**src/rtl/input_sync_filter.sv**
```systemverilog
// Input conditioning for pad-driven control inputs: synchroniser, glitch filter,
// registered edge pulses and a saturating rising-edge event counter.
module input_sync_filter #(
   parameter int SYNC_STAGES   = 2,
   parameter int FILTER_CYCLES = 4,
   parameter int CNT_WIDTH     = 16
) (
   input  logic                 IQC,
   input  logic                 QRT,
   input  logic                 IQZ,
   input  logic                 EN,
   input  logic                 CNT_CLR,
   output logic                 FILT,
   output logic                 RISE,
   output logic                 FALL,
   output logic [CNT_WIDTH-1:0] EVT_CNT,
   output logic                 OVF
);

   localparam logic [7:0] CNT_LAST = 8'(FILTER_CYCLES - 1);

   logic [SYNC_STAGES-1:0] s;
   logic [7:0]             cnt;
   logic                   sync_out;
   logic                   qualify;
   logic                   rise_evt;
   logic                   cnt_full;

   // s[0] may go metastable; only s[1] ever samples it.
   always_ff @(posedge IQC) begin
      if (QRT) begin
         s <= '0;
      end else begin
         s <= {s[SYNC_STAGES-2:0], IQZ};
      end
   end

   assign sync_out = s[SYNC_STAGES-1];

   always_comb begin
      qualify  = EN && (sync_out != FILT) && (cnt == CNT_LAST);
      rise_evt = qualify && sync_out;
      cnt_full = &EVT_CNT;
   end

   always_ff @(posedge IQC) begin
      if (QRT) begin
         cnt  <= '0;
         FILT <= 1'b0;
         RISE <= 1'b0;
         FALL <= 1'b0;
      end else begin
         RISE <= 1'b0;
         FALL <= 1'b0;
         if (!EN) begin
            cnt <= '0;
         end else if (sync_out == FILT) begin
            cnt <= '0;
         end else if (qualify) begin
            FILT <= sync_out;
            cnt  <= '0;
            RISE <= sync_out;
            FALL <= !sync_out;
         end else begin
            cnt <= cnt + 8'd1;
         end
      end
   end

   // A clear coinciding with a rise keeps that rise as the first new event.
   always_ff @(posedge IQC) begin
      if (QRT) begin
         EVT_CNT <= '0;
         OVF     <= 1'b0;
      end else if (CNT_CLR) begin
         EVT_CNT <= rise_evt ? CNT_WIDTH'(1) : '0;
         OVF     <= 1'b0;
      end else if (rise_evt) begin
         if (cnt_full) begin
            OVF <= 1'b1;
         end else begin
            EVT_CNT <= EVT_CNT + CNT_WIDTH'(1);
         end
      end
   end

endmodule

```
**config.mk**
```make
export PLATFORM = sky130hd
export DESIGN_NAME = input_sync_filter
export DESIGN_NICKNAME = d
export VERILOG_FILES = /design/src/rtl/input_sync_filter.sv
export SDC_FILE = /design/constraint.sdc
export NUM_CORES = 1
export LEC_CHECK = 0
export CAP_MARGIN = 20
export CORE_UTILIZATION = 35
export DETAILED_ROUTE_END_ITERATION = 7
export DONT_BUFFER_PORTS = 1
export PLACE_DENSITY = 0.5
export SYNTH_ARGS = -nofsm -noshare
export SYNTH_HDL_FRONTEND = slang
export SYNTH_SLANG_ARGS = --single-unit
```
**constraint.sdc**
```tcl
create_clock -name IQC -period 3.13 [get_ports IQC]
set_input_delay 0.4695 -clock IQC [delete_from_list [all_inputs] [get_ports IQC]]
set_output_delay 0.4695 -clock IQC [all_outputs]
set_load 0.02 [all_outputs]
```
==> results of run 1 <==
## registers in the layout, summed over array words and instances, names as in the netlist
signal	count
RISE	1
EVT_CNT	16
FALL	1
s	2
cnt	8
FILT	1
OVF	1
## critical path: stages, from the launching register on
cell     delay [ns]
dfxtp_1        0.33
or4_4          0.55
or4_1          0.67
or4_1          0.58
a21oi_1        0.15
## worst max-delay path by stage
| stage | end | slack (ns) |
|---|---|---|
| floorplan | EVT_CNT[11] | 0.96 |
| global placement | EVT_CNT[8] | 0.83 |
| detailed placement | EVT_CNT[8] | 0.78 |
| CTS | EVT_CNT[4] | 0.76 |
| global route | EVT_CNT[0] | 0.63 |
| finish | EVT_CNT[4] | 0.77 |
## final cells by class
| cell class | count | area [um^2] |
|---|---|---|
| clock inverters | 1 | 5.00 |
| fillers | 377 | 2240 |
| clock buffers | 7 | 86.3 |
| inverters | 3 | 11.3 |
| repair buffers | 1 | 7.51 |
| flip-flops and latches | 30 | 601 |
| well taps | 48 | 60.1 |
| multi-input cells | 117 | 761 |
## power groups by stage
stage	clock (mW)	combinational (mW)	sequential, mW
5_1_grt	0.353	0.00880	0.384
2_1_floorplan	0	0.00978	0.392
3_5_place_dp	0	0.00805	0.393
3_3_place_gp	0	0.00802	0.393
6_report	0.322	0.00810	0.384
4_1_cts	0.330	0.00811	0.384
## metrics by stage
stage	hold WS, ns	power, mW	setup slack (ns)	cell area (um^2)	std cells
after CTS	0.246	0.723	0.763	1530	207
after detailed placement	0.439	0.401	0.782	1440	199
after floorplan	0.414	0.402	0.958	1420	159
after global placement	0.424	0.401	0.835	1440	199
after global routing	0.241	0.746	0.629	1530	207
final	0.254	0.714	0.770	1530	207
## placed cells by master, fill, tap and decap left out, types with 2 or more instances in the layout
master / n
a21oi_1: 13
and3_1: 2
and4_1: 2
clkbuf_8: 6
dfxtp_1: 30
ha_1: 2
inv_1: 3
mux2i_1: 2
nand2_1: 9
nand3_1: 10
nand4_1: 7
nand4b_1: 2
nor2_1: 14
nor2b_1: 2
nor4_1: 4
o21ai_0: 2
o31ai_1: 9
or2_2: 2
or4_1: 12
or4_4: 2
xnor2_1: 4
xor2_1: 3
## per-layer routing
layer	vias to the layer above	track usage [%]	share of wire, %
met2	29	25.1	41
met5	-	0	0
met1	549	22.0	51
met4	0	6.79	1.2
li1	602	-	-
met3	5	6.38	6.2
## logic make-up (layout without fill, tap and decap cells)
kind of cell	count (synthesis)	count (layout)
compound gates	31	31
xor+xnor	7	7
fa+ha+maj	2	2
buf+inv	12	12
flops	30	30
mux	2	2
simple gates	75	75
==> results.json, run 1 <==
{
  "worst_pin_slew_ns": 0.803,
  "final_hold_viol_count": 0,
  "yosysTopAreaCell": "dfxtp_1",
  "antenna_cells": 0,
  "overflow": 0,
  "core_mm2": 0.00377,
  "path_class": "register to register",
  "whs_path_depth": 1,
  "die_area_mm2": 0.00433,
  "grt_usage_pct": 17.0,
  "switching_share_pct": 21.1,
  "cts_tree": "built",
  "p_seq_share_pct": 53.8,
  "nNetsFinal": 165,
  "synthArstFlopShare_pct": 0,
  "clkPwrFrac_pct": 45.0,
  "post_cts_resized": 0,
  "cts_inserted_buffers": 5,
  "r2r_end": "EVT_CNT[4]",
  "clk_path_buf_depth": 2,
  "synth_edf_count": 0,
  "intPower_mw": 0.563,
  "wire_per_inst_um": 15.7,
  "antenna_found_initial": 0,
  "synth_area_leaders": "dfxtp_1, or4_1, o31ai_1",
  "cp_max_fo": 16,
  "synth_commonest_cells": "dfxtp_1, nor2_1, a21oi_1",
  "post_cts_buffers": 0,
  "rsz0062_at_grt": "false",
  "synth_xor_area_share_pct": 4.31,
  "synth_fa_ha_area_share_pct": 1.76,
  "reg2reg_slack_ns": 0.77,
  "post-route-period-util_pct": 75.4,
  "status": "finished, final reports clean",
  "ys_ff_latch": 30,
  "viasPerCell": 5.72,
  "pin_count": 25,
  "port_buffers": 0,
  "clock_skew_ns": 0.00464,
  "p_switching_mw": 0.151,
  "area_growth_pct": 7.56,
  "max_freq_ghz": 0.424,
  "fin_crit_ns": 2.36,
  "drtPass1Iterations": 4,
  "worstHoldPathType": "input pin to register",
  "maxCapViolCount": 0,
  "grt_pass1_wl_mm": 5.60,
  "startpoint_type": "register",
  "arrival_ns": 2.57,
  "p_leak_nw": 0.458,
  "place.gp.congestion": 0.785,
  "placement_rows": 22,
  "cts-root-buf": "clkbuf_8",
  "ys.flop_type": "dfxtp_1",
  "drc_errors": 0,
  "synth_top_area_share_pct": 42.2,
  "vias": 1185,
  "ant_nets": 0,
  "comb_power_share_pct": 1.1,
  "final.setup.tns_ns": 0,
  "final_layout_size_suffix_gt1_share_pct": 9.43,
  "clock_latency_ns": 0.28,
  "rr_worst_depth": 4,
  "dr.first_iter.drc_count": 33,
  "cts_hold_buf": 0,
  "yosysMostFrequentCell": "dfxtp_1",
  "ys_types": 38,
  "synthMuxAreaShare_pct": 1.41,
  "synth_nets": 166,
  "hold_end": "s[1]",
  "reg2reg_from": "cnt[5]",
  "start_util_pct": 37.8,
  "die_y_um": 65.8,
  "slew_violations": 0,
  "syn_avg_cell_area_um2": 8.96,
  "required_ns": 3.34,
  "setup_violations": 0,
  "final_core_util_pct": 40.6,
  "post-dp-hpwl_mm": 2.26,
  "grt_pass1_vias": 1143,
  "power.density_mw_per_mm2": 466,
  "drt_wl_total_mm": 3.25,
  "peakVddDrop_v": 0.000322,
  "htreeDepth": 2,
  "synthSimpleGateAreaFrac_pct": 31.5,
  "clkSlewWorstSetupHoldPaths_ns": 0.06,
  "end_kind": "register",
  "clkSinkCount": 30,
  "crit_start": "cnt[5]",
  "max-slew-margin-rel_pct": 46.0,
  "synth_area_mm2": 0.00142,
  "yosysSeqAreaShare_pct": 42.2,
  "postSynthCellCount": 159,
  "synth_compound_area_share_pct": 14.1,
  "die_w_um": 65.8,
  "min_from": "QRT",
  "grt_max_degree": 17,
  "yosysWarnings": 0,
  "synth_top_family_by_area": "simple AND/OR/NAND/NOR gates"
}
(Power assumes the default switching activity.)
==> inputs of run 2 (changes only) <==
==> constraint.sdc (replaced) <==
create_clock -name IQC -period 2.2 [get_ports IQC]
set_input_delay 0.33 -clock IQC [delete_from_list [all_inputs] [get_ports IQC]]
set_output_delay 0.33 -clock IQC [all_outputs]
set_load 0.02 [all_outputs]
==> run 2 against run 1 <==
  * Sequential power grew 42%
  * Non-clock buffer count grew 14
  * Flip-flop and latch count is the same
  * Core utilization grew 3.6 points
  * Routed wire length grew 3.4%
  * Cell count grew 6.8%
  * Count of clock-buffer cells in the layout is the same
  * First-iteration DRC count grew 120%
  * Power grew 42%
  * Final area grew 8.8%
  * Largest power group unchanged
==> results.json, run 2 (synthesis gave the netlist of run 1 again) <==
{
  "die_w_um": 65.8,
  "largest_reg_flops": 16,
  "cts-root-buf": "clkbuf_8",
  "htreeDepth": 2,
  "max-slew-margin-rel_pct": 73.7,
  "post_cts_buffers": 0,
  "total_power_mw": 1.01,
  "placement_rows": 22,
  "rr_worst_depth": 5,
  "overflow": 0,
  "die_area_mm2": 0.00433,
  "final_hold_viol_count": 0,
  "reg2reg_slack_ns": 0.06,
  "post-dp-hpwl_mm": 2.29,
  "cts_tree": "built",
  "grt_max_degree": 17,
  "cp_max_fo": 8,
  "worstHoldPathType": "input pin to register",
  "seqCellArea_um2": 601,
  "viasPerCell": 5.61,
  "vias": 1239,
  "r2r_end": "EVT_CNT[3]",
  "cts_inserted_buffers": 5,
  "grt_pass1_vias": 1178,
  "drtPass1Iterations": 5,
  "place.gp.congestion": 0.800,
  "whs_path_depth": 1,
  "clock_latency_ns": 0.28,
  "setup_violations": 0,
  "final_cells": 221,
  "clkSinkCount": 30,
  "maxCapViolCount": 0,
  "drt_wl_total_mm": 3.36,
  "rsz0062_at_grt": "true",
  "min_from": "QRT",
  "hold_end": "s[1]",
  "end_kind": "register",
  "drc_errors": 0,
  "clock_skew_ns": 0.00412,
  "status": "finished, final reports clean",
  "arrival_ns": 2.36,
  "peakVddDrop_v": 0.000319,
  "grt_pass1_wl_mm": 5.51,
  "port_buffers": 0,
  "layout_commonest_cell": "dfxtp_1",
  "die_y_um": 65.8,
  "grt_usage_pct": 17.0,
  "top_register": "EVT_CNT",
  "max_freq_ghz": 0.467,
  "ant_nets": 0,
  "fin_crit_ns": 2.14,
  "placedCellCount": 212,
  "cts_hold_buf": 0,
  "area_growth_pct": 17.0,
  "slew_violations": 0,
  "power.density_mw_per_mm2": 608,
  "layout_common_cells": "dfxtp_1, nor2_1, buf_4",
  "clk_path_buf_depth": 2,
  "nNetsFinal": 179,
  "path_class": "register to register",
  "fill_cells": 353,
  "antenna_found_initial": 0,
  "start_util_pct": 37.8,
  "clkSlewWorstSetupHoldPaths_ns": 0.06,
  "worst_pin_slew_ns": 0.394,
  "top_regs": "EVT_CNT x16, cnt x8, s x2",
  "reg2reg_from": "cnt[5]",
  "post-route-period-util_pct": 97.4,
  "pin_count": 25,
  "p_leak_nw": 0.537,
  "final_layout_size_suffix_gt1_share_pct": 21.4,
  "multi_input_area_um2": 790,
  "startpoint_type": "register",
  "dr.first_iter.drc_count": 74,
  "required_ns": 2.41,
  "antenna_cells": 0,
  "wire_per_inst_um": 15.2,
  "core_mm2": 0.00377
}
[run 2: changes by cell type in the layout (fill, tap and decap cells not counted), sizes merged]
cell,change
buf,+14
[run 2: stage by stage]
stage	setup slack (ns)	cell area (um^2)	hold WS [ns]	utilization [%]	setup TNS, ns
6_report	0.0576	1670	0.109	44.2	0
2_1_floorplan	0.0282	1420	0.414	-	0
5_1_grt	-0.0110	1670	0.102	44.2	-0.0273
3_5_place_dp	0.0343	1540	0.405	40.8	0
3_3_place_gp	0.0698	1540	0.404	40.8	0
4_1_cts	0.0132	1630	0.102	43.2	0
[run 2: timing repair]
item,in CTS,in global routing
endpoints found under the hold margin,0,0
setup endpoints to repair,0,9
gates resized for setup,0,9
[run 2: worst max-delay path, cell delays in order (launching register included)]
cell and delay [ns]:
dfxtp_1 0.31, or4_4 0.54, or4_4 0.44, buf_6 0.15, or4_4 0.50, a21oi_2 0.13
[run 2: final cells by class]
| type | count | area share [%] |
|---|---|---|
| clock buffer | 7 | 5.18 |
| inverter | 3 | 0.676 |
| tap | 48 | 3.60 |
| timing repair buffer | 15 | 6.83 |
| clock inverter | 1 | 0.300 |
| sequential | 30 | 36.0 |
| multi-input combinational | 117 | 47.4 |
[run 2: how the worst max path moves through the flow]
| stage | startpoint | endpoint | slack [ns] | cells after the start |
|---|---|---|---|---|
| 2_1_floorplan | cnt[5] | EVT_CNT[11] | 0.03 | 5 |
| 3_3_place_gp | cnt[5] | EVT_CNT[9] | 0.07 | 4 |
| 3_5_place_dp | cnt[5] | EVT_CNT[13] | 0.03 | 4 |
| 4_1_cts | cnt[5] | EVT_CNT[13] | 0.01 | 4 |
| 5_1_grt | cnt[5] | EVT_CNT[14] | -0.01 | 5 |
| 6_report | cnt[5] | EVT_CNT[3] | 0.06 | 5 |
[run 2: where the power goes]
group / switching (mW) / leakage, nW / total [mW] / internal (mW)
combinational: 0.00810 / 0.247 / 0.0120 / 0.00388
sequential: 0.00143 / 0.242 / 0.547 / 0.545
clock: 0.203 / 0.0482 / 0.455 / 0.252
total: 0.213 / 0.537 / 1.01 / 0.801
[run 2: layer usage]
| layer | vias up | routed length (um) | track usage [%] |
|---|---|---|---|
| li1 | 633 | - | - |
| met1 | 557 | 1560 | 21.3 |
| met2 | 42 | 1450 | 25.4 |
| met3 | 7 | 279 | 5.86 |
| met4 | 0 | 65 | 8.97 |
| met5 | - | 0 | 0 |
